`src/rtl/eight_bit_serial_subtractor_pkg.sv`:
```
// Shared definitions for the bit-serial subtractor.
//   DEFAULT_WIDTH : default operand/result width.
//   state_t       : control FSM encoding (IDLE, SHIFT, DONE).
//   cnt_width()   : width of the bit counter for a given operand width.
package eight_bit_serial_subtractor_pkg;

  localparam int DEFAULT_WIDTH = 8;

  typedef enum logic [1:0] {
    IDLE  = 2'b00,
    SHIFT = 2'b01,
    DONE  = 2'b10
  } state_t;

  // One extra bit over $clog2 so the counter can represent WIDTH itself.
  function automatic int cnt_width(input int width);
    return $clog2(width) + 1;
  endfunction

endpackage

```
`src/rtl/eight_bit_serial_subtractor_full_subtractor.sv`:
```
// One-bit full subtractor: computes a - b - bin.
// Ports:
//   a, b  : operand bits
//   bin   : borrow in
//   d     : difference bit
//   bout  : borrow out
module full_subtractor (
  input  logic a,
  input  logic b,
  input  logic bin,
  output logic d,
  output logic bout
);

  assign d    = a ^ b ^ bin;
  // A borrow is produced when b exceeds a, or when the bits are equal
  // and a borrow is already pending.
  assign bout = (~a & b) | (~(a ^ b) & bin);

endmodule

```
`src/rtl/eight_bit_serial_subtractor.sv`:
```
// Bit-serial subtractor: diff = a - b (mod 2^WIDTH), one bit per clock, LSB first.
// Ports:
//   clk    : clock, rising edge
//   rst_n  : asynchronous active-low reset
//   start  : request, honoured only in IDLE
//   a, b   : minuend / subtrahend, captured on the accepted start cycle
//   diff   : registered result, updated once per operation
//   bout   : registered final borrow (a < b unsigned)
//   busy   : high from the cycle after accept through the last shift cycle
//   done   : one-cycle pulse when diff/bout are updated
// Timing: start accepted at edge N -> done high after edge N+WIDTH+1.
module eight_bit_serial_subtractor
  import eight_bit_serial_subtractor_pkg::*;
#(
  parameter int WIDTH = DEFAULT_WIDTH
) (
  input  logic             clk,
  input  logic             rst_n,
  input  logic             start,
  input  logic [WIDTH-1:0] a,
  input  logic [WIDTH-1:0] b,
  output logic [WIDTH-1:0] diff,
  output logic             bout,
  output logic             busy,
  output logic             done
);

  localparam int CW = cnt_width(WIDTH);

  state_t           state;
  logic [WIDTH-1:0] a_sr;
  logic [WIDTH-1:0] b_sr;
  logic [WIDTH-1:0] res_sr;
  logic             brw;
  logic [CW-1:0]    cnt;

  logic             d_bit;
  logic             brw_next;

  // The only arithmetic in the datapath: one bit per cycle from the
  // low end of the operand shift registers.
  full_subtractor u_fs (
    .a    (a_sr[0]),
    .b    (b_sr[0]),
    .bin  (brw),
    .d    (d_bit),
    .bout (brw_next)
  );

  // NOTE: all state below uses non-blocking assignments so every register
  // samples the pre-edge values; blocking here would chain shifts within
  // one edge and break the serial ordering.
  always_ff @(posedge clk or negedge rst_n) begin
    if (!rst_n) begin
      state  <= IDLE;
      a_sr   <= '0;
      b_sr   <= '0;
      res_sr <= '0;
      brw    <= 1'b0;
      cnt    <= '0;
      diff   <= '0;
      bout   <= 1'b0;
      busy   <= 1'b0;
      done   <= 1'b0;
    end else begin
      done <= 1'b0;
      case (state)
        IDLE: begin
          if (start) begin
            a_sr   <= a;
            b_sr   <= b;
            res_sr <= '0;
            brw    <= 1'b0;
            cnt    <= '0;
            busy   <= 1'b1;
            state  <= SHIFT;
          end
        end

        SHIFT: begin
          // Result fills from the MSB side, so after WIDTH shifts the
          // first (LSB) difference bit has reached bit 0.
          res_sr <= {d_bit, res_sr[WIDTH-1:1]};
          a_sr   <= a_sr >> 1;
          b_sr   <= b_sr >> 1;
          brw    <= brw_next;
          cnt    <= cnt + CW'(1);
          if (cnt == CW'(WIDTH - 1)) begin
            busy  <= 1'b0;
            state <= DONE;
          end
        end

        DONE: begin
          diff  <= res_sr;
          bout  <= brw;
          done  <= 1'b1;
          state <= IDLE;
        end

        default: begin
          busy  <= 1'b0;
          state <= IDLE;
        end
      endcase
    end
  end

endmodule

```
`config.mk`:
```
export PLATFORM = sky130hd
export DESIGN_NAME = eight_bit_serial_subtractor
export DESIGN_NICKNAME = d
export VERILOG_FILES = /design/src/rtl/eight_bit_serial_subtractor_pkg.sv /design/src/rtl/eight_bit_serial_subtractor_full_subtractor.sv /design/src/rtl/eight_bit_serial_subtractor.sv
export SDC_FILE = /design/constraint.sdc
export NUM_CORES = 1
export LEC_CHECK = 0
export ABC_CLOCK_PERIOD_IN_PS = 2910
export CORE_ASPECT_RATIO = 0.75
export CORE_UTILIZATION = 45
export DETAILED_ROUTE_END_ITERATION = 8
export PLACE_DENSITY = 0.67
export SETUP_SLACK_MARGIN = 0.02
export SLEW_MARGIN = 20
export SYNTH_ARGS = -nofsm -noshare
export SYNTH_HDL_FRONTEND = slang
export SYNTH_HIERARCHICAL = 1
export SYNTH_SLANG_ARGS = --single-unit
export TNS_END_PERCENT = 1
```
`constraint.sdc`:
```
create_clock -name clk -period 2.91 [get_ports clk]
set_input_delay 0.7275 -clock clk [delete_from_list [all_inputs] [get_ports clk]]
set_output_delay 0.7275 -clock clk [all_outputs]
set_load 0.05 [all_outputs]
```
==> impl_metrics.toml, run 1 <==
[synthesis]
avgSynthCellArea_um2 = 11.56
yosysTopAreaCell = "dfrtp_1"
synth_warnings = 6
synthCells = 160
yosysUniqueCellTypes = 27
syn_area_um2 = 1849
seq_area_frac_synth_pct = 56.83
yosys.area.top_type_share_pct = 56.83
syn_nets = 181
ys_seq_elements = 42
ys_top_cells_by_area = "dfrtp_1 (57%), mux2_2 (6.1%), a22oi_1 (5.7%), a22o_1 (5.2%), nor2b_1 (4.4%)"

[global_routing]
track_usage_pct = 18.50
grt_max_degree = 43
grt_pass1_wl_um = 6327
grt_antenna_before_repair = 0
grtUsageMet1_pct = 25.21
met3_usage_pct = 5.120
top_usage_layer = "met2"
overflow = 0
grt_pass1_vias = 1343
use_met2_pct = 29.35

[die]
coreArea_um2 = 3804
die_h_um = 57.52
die_area_um2 = 4372
fp.dieW_um = 76.02
start_util_pct = 48.62
rows = 19
ios = 30

[timing]
slew_headroom_pct = 39.57
setup_tns_ns = 0
finalCritPeriodShare_pct = 77.20
hold_viol = 0
rsz0062_at_grt = "no"
fin_worst_skew_ns = 0.008395
worst_pin_slew_ns = 0.9064
clock.fmax_mhz = 445.2
finalCriticalPeriod_ns = 2.246
final_max_slew_viol_count = 0
finalSetupViolations = 0

[detailed_routing]
wl_per_cell_um = 14.73
drt-initial-drc-count = 79
viasPerCell = 5.469
num_vias = 1318
first_pass_iters = 4
wirelength_um = 3550
detail-route-antenna-nets = 0
drc = 0

[clock_tree]
holdBufCountCts = 0
cts-root-buf = "clkbuf_8"
clock_latency_ns = 0.29
clockBufferDepth = 2
cts_sinks = 42
post_cts_buffers = 0
cts_tree = "yes"
cts_resized = 0
cts_buffers = 5
htreeDepth = 2
clkTransAtPathRegs_ns = 0.07

[layout]
syn2layout_area_growth_pct = 20.57
drive_gt1_share_pct = 11.11
final_cell_area_um2 = 2230
final_cell_mix = "dfrtp_1 (42), clkdlybuf4s50_1 (28), a22oi_1 (14)"
layout_commonest_cell = "dfrtp_1"
fin_nets = 210
diodes = 0

[worst_setup_path]
worstPathRequired_ns = 2.18
cp_cell_sequence = "clkdlybuf4s50_1"
end_kind = "output port"
critPathMaxStageDelay_ns = 0.82
cp_slowest_cell = "clkdlybuf4s50_1"
worstSetupPathType = "reg2out"
critPathBufInv = 1
crit_path_max_fanout = 3
cp-start-kind = "flip-flop"
critPathArrivalTime_ns = 1.52
cpLargestDelayFamily = "buffers and inverters"

[power]
design_power_total_mw = 2.313
power_density_nw_per_um2 = 1037
p_leak_nw = 0.9854
vdd_drop_max_uv = 411.6

[place]
dp_hpwl_um = 2343
numPortBuffers = 29
placed_area_um2 = 2153
routabilityCongestion = 0.7053

[outcome]
status = "finished clean"

[hold_path]
hp-class = "reg2reg"

[flow_run]
maxCapViolations = 0
## cell families after synthesis
family | after synthesis | share of synthesized area (%)
compound gates | 58 | 20.91
fa+ha+maj | 2 | 1.759
buf+inv | 16 | 5.141
flops | 42 | 56.83
mux | 10 | 6.089
simple gates | 32 | 9.269
## metrics by stage
step	hold WS, ns	util, %	instances	setup slack (ns)
final	0.4941	58.62	241	0.6636
after global routing	0.5266	58.62	241	0.6246
after CTS	0.4907	58.62	241	0.6684
after detailed placement	0.4733	56.61	234	0.8251
after global placement	0.4653	56.61	234	0.8634
after floorplan	0.4319	-	160	1.546
## metal layers
layer  vias up  wire (um)
met5         -          0
met4         0         25
met3         4        144
met2        28       1662
met1       652       1717
li1        634          -
## cell type report
type	instances	area [um2]
fillers	319	1574
flip-flops and latches	42	1051
multi-input cells	102	703.2
repair buffers	33	315.3
clock buffers	7	76.32
well taps	52	65.06
inverters	5	18.77
## worst paths after layout
check,to,cells after the start,from,slack (ns)
max reg2reg,diff[0]$_DFFE_PN0P_,2,state[1]$_DFFE_PN0P_,1.19
max in group asynchronous,bout$_DFFE_PN0P_,1,rst_n,1.77
max,busy,1,busy$_DFFE_PN0P_,0.66
min reg2reg,b_sr[6]$_DFFE_PN0P_,2,b_sr[6]$_DFFE_PN0P_,0.49
min,b_sr[6]$_DFFE_PN0P_,2,b_sr[6]$_DFFE_PN0P_,0.49
min in group asynchronous,a_sr[7]$_DFFE_PN0P_,1,rst_n,0.57
## cell usage after synthesis
| cell | count |
|---|---|
| ha_1 | 1 |
| nand3_1 | 1 |
| a22o_1 | 11 |
| mux2_2 | 10 |
| o32ai_1 | 1 |
| clkbuf_2 | 1 |
| buf_6 | 3 |
| nand2_1 | 9 |
| o21bai_4 | 1 |
| nor2_1 | 3 |
| buf_2 | 3 |
| a22oi_1 | 14 |
| o31ai_1 | 1 |
| and3b_1 | 1 |
| clkbuf_1 | 2 |
| nor2b_1 | 13 |
| nor3_1 | 1 |
| dfrtp_1 | 42 |
| o21ai_1 | 5 |
| a21oi_1 | 13 |
| inv_1 | 5 |
| and2_1 | 1 |
| o21ai_0 | 12 |
| buf_4 | 2 |
| fa_1 | 1 |
| nand2b_1 | 2 |
| and2b_1 | 1 |
## state kept, by name, summed over array words and instances (netlist names)
signal  count
res_sr      8
cnt         4
busy        1
done        1
brw         1
bout        1
diff        8
state       2
b_sr        8
a_sr        8
## power breakdown
group / switching (mW) / internal, mW / total (mW)
registers: 0.183 / 0.813 / 0.996
clock network: 0.181 / 0.165 / 0.346
logic: 0.534 / 0.436 / 0.971
No activity file was read; power rests on OpenSTA's default activity.
==> run 2, diff against run 1 <==
--- a/config.mk
+++ b/config.mk
@@ -5,11 +5,11 @@
 export SDC_FILE = /design/constraint.sdc
 export NUM_CORES = 1
 export LEC_CHECK = 0
-export ABC_CLOCK_PERIOD_IN_PS = 2910
+export ABC_CLOCK_PERIOD_IN_PS = 1900
 export CORE_ASPECT_RATIO = 0.75
 export CORE_UTILIZATION = 45
 export DETAILED_ROUTE_END_ITERATION = 8
-export PLACE_DENSITY = 0.67
+export PLACE_DENSITY = 0.7
 export SETUP_SLACK_MARGIN = 0.02
 export SLEW_MARGIN = 20
 export SYNTH_ARGS = -nofsm -noshare
==> constraint.sdc (replaced) <==
create_clock -name clk -period 1.9 [get_ports clk]
set_input_delay 0.475 -clock clk [delete_from_list [all_inputs] [get_ports clk]]
set_output_delay 0.475 -clock clk [all_outputs]
set_load 0.05 [all_outputs]
==> run 2 against run 1 <==
Via count is 3.3% higher. Total power rose by 62%. Setup slack got worse by 0.36 ns. Design area grew 1.9%. Wire length increased by 5.7%. Cell count is 1.7% higher. Combinational power increased by 60%. Sequential power grew 51%. Critical endpoint is now b_sr[7]$_DFFE_PN0P_. Non-clock buffer count is 3 higher. Critical path depth grew 3. Global-route usage is 1.2 points higher.
==> impl_metrics.toml, run 2 (same netlist as run 1, synthesis figures left out) <==
[outcome]
status = "finished clean"

[clock_tree]
cts-root-buf = "clkbuf_8"
cts_buffers = 5
post_cts_buffers = 0
holdBufCountCts = 0
clockBufferDepth = 2
cts_tree = "yes"
cts_sinks = 42
cts_resized = 0
htreeDepth = 2
clkTransAtPathRegs_ns = 0.08
clock_latency_ns = 0.30

[die]
ios = 30
die_area_um2 = 4372
coreArea_um2 = 3804
fp.dieW_um = 76.02
start_util_pct = 48.62
rows = 19
die_h_um = 57.52

[worst_setup_path]
rr_startpoint = "state[0]$_DFFE_PN0P_"
cp-start-kind = "input port"
crit_path_max_fanout = 12
worstSetupPathType = "in2reg"
end_kind = "flip-flop"
worstPathRequired_ns = 2.12
crit_start = "start"
critPathArrivalTime_ns = 1.82

[power]
p_leak_nw = 1.037
design_power_total_mw = 3.758
power_switching_mw = 1.445
seqPwrFrac_pct = 39.9
vdd_drop_max_uv = 765.8
intPower_mw = 2.312
clkPwrFrac_pct = 19.0
power_density_nw_per_um2 = 1655
pwr-share-comb_pct = 41.1
swShare_pct = 38.46

[layout]
fin_nets = 213
final_cell_mix = "dfrtp_1 (42), clkdlybuf4s50_1 (17), buf_4 (17)"
drive_gt1_share_pct = 19.17
diodes = 0
final_util_pct = 59.70
layout_commonest_cell = "dfrtp_1"
syn2layout_area_growth_pct = 22.80

[detailed_routing]
detail-route-antenna-nets = 0
drc = 0
first_pass_iters = 4
viasPerCell = 5.559
num_vias = 1362
wl_per_cell_um = 15.32
wirelength_um = 3754
drt-initial-drc-count = 106

[place]
routabilityCongestion = 0.7614
numPortBuffers = 29
dp_hpwl_um = 2574

[timing]
hold_viol = 0
finalSetupViolations = 0
finalCritPeriodShare_pct = 84.20
rsz0062_at_grt = "no"
clock.fmax_mhz = 625.1
fin_worst_skew_ns = 0.005483
slew_headroom_pct = 41.50
final_max_slew_viol_count = 0
worst_pin_slew_ns = 0.8758
finalCriticalPeriod_ns = 1.600

[hold_path]
hp-class = "in2async"

[global_routing]
overflow = 0
met3_usage_pct = 6.240
grt_pass1_wl_um = 6555
grt_max_degree = 29
grt_pass1_vias = 1360
track_usage_pct = 19.66
use_met2_pct = 31.04
top_usage_layer = "met2"
grtUsageMet1_pct = 26.34
grt_antenna_before_repair = 0

[flow_run]
maxCapViolations = 0
## run 2: cell count changes in the layout (fill, tap and decap cells not counted), sizes merged
cell	previous run	this run
clkbuf	7	6
clkinvlp	0	1
clkdlybuf4s50	28	17
bufinv	0	1
buf	5	19
## run 2: stage by stage
stage               hold slack (ns)  setup WS (ns)  std cells  TNS (ns)  instance area, um2
detailed placement           0.4741       -0.03655        237  -0.06230                2161
floorplan                    0.1794         0.6896        160         0                1849
CTS                          0.1927         0.2923        245         0                2271
finish                       0.1788         0.3002        245         0                2271
global placement             0.4646        0.06723        237         0                2161
global route                 0.2066         0.2133        245         0                2271
## run 2: final timing paths
kind                                    endpoint  slack [ns]  cells past startpoint
max                          b_sr[7]$_DFFE_PN0P_        0.30                      4
max in group asynchronous   state[0]$_DFFE_PN0P_        1.15                      2
min in group clk             b_sr[6]$_DFFE_PN0P_        0.49                      2
min reg2reg                  b_sr[6]$_DFFE_PN0P_        0.49                      2
max reg2reg                  diff[5]$_DFFE_PN0P_        0.30                      3
min                        res_sr[6]$_DFFE_PN0P_        0.18                      1
## run 2: layout make-up
type                            count  area (um2)
Fill cell                         320        1533
Sequential cell                    42        1051
Multi-Input combinational cell    102       703.2
Timing Repair Buffer               36       322.8
Clock buffer                        6       72.57
Tap cell                           52       65.06
Clock inverter                      2       37.54
Inverter                            5       18.77
## run 2: critical path, stage by stage
cell and delay [ns]:
clkdlybuf4s50_1 0.64, and2b_1 0.43, a21oi_1 0.11, o21ai_0 0.16
## run 2: power by group through the flow
stage / logic (mW) / clock network (mW) / registers, mW
finish: 1.55 / 0.713 / 1.50
global route: 1.68 / 0.772 / 1.55
CTS: 1.56 / 0.729 / 1.50
detailed placement: 1.55 / 0 / 1.51
global placement: 1.49 / 0 / 1.49
floorplan: 0.917 / 0 / 1.72
## run 2: per-layer routing
| layer | part of all wire (%) | vias to the layer above |
|---|---|---|
| li1 | - | 637 |
| met1 | 48 | 688 |
| met2 | 46 | 35 |
| met3 | 5.5 | 2 |
| met4 | 0.96 | 0 |
| met5 | 0 | - |
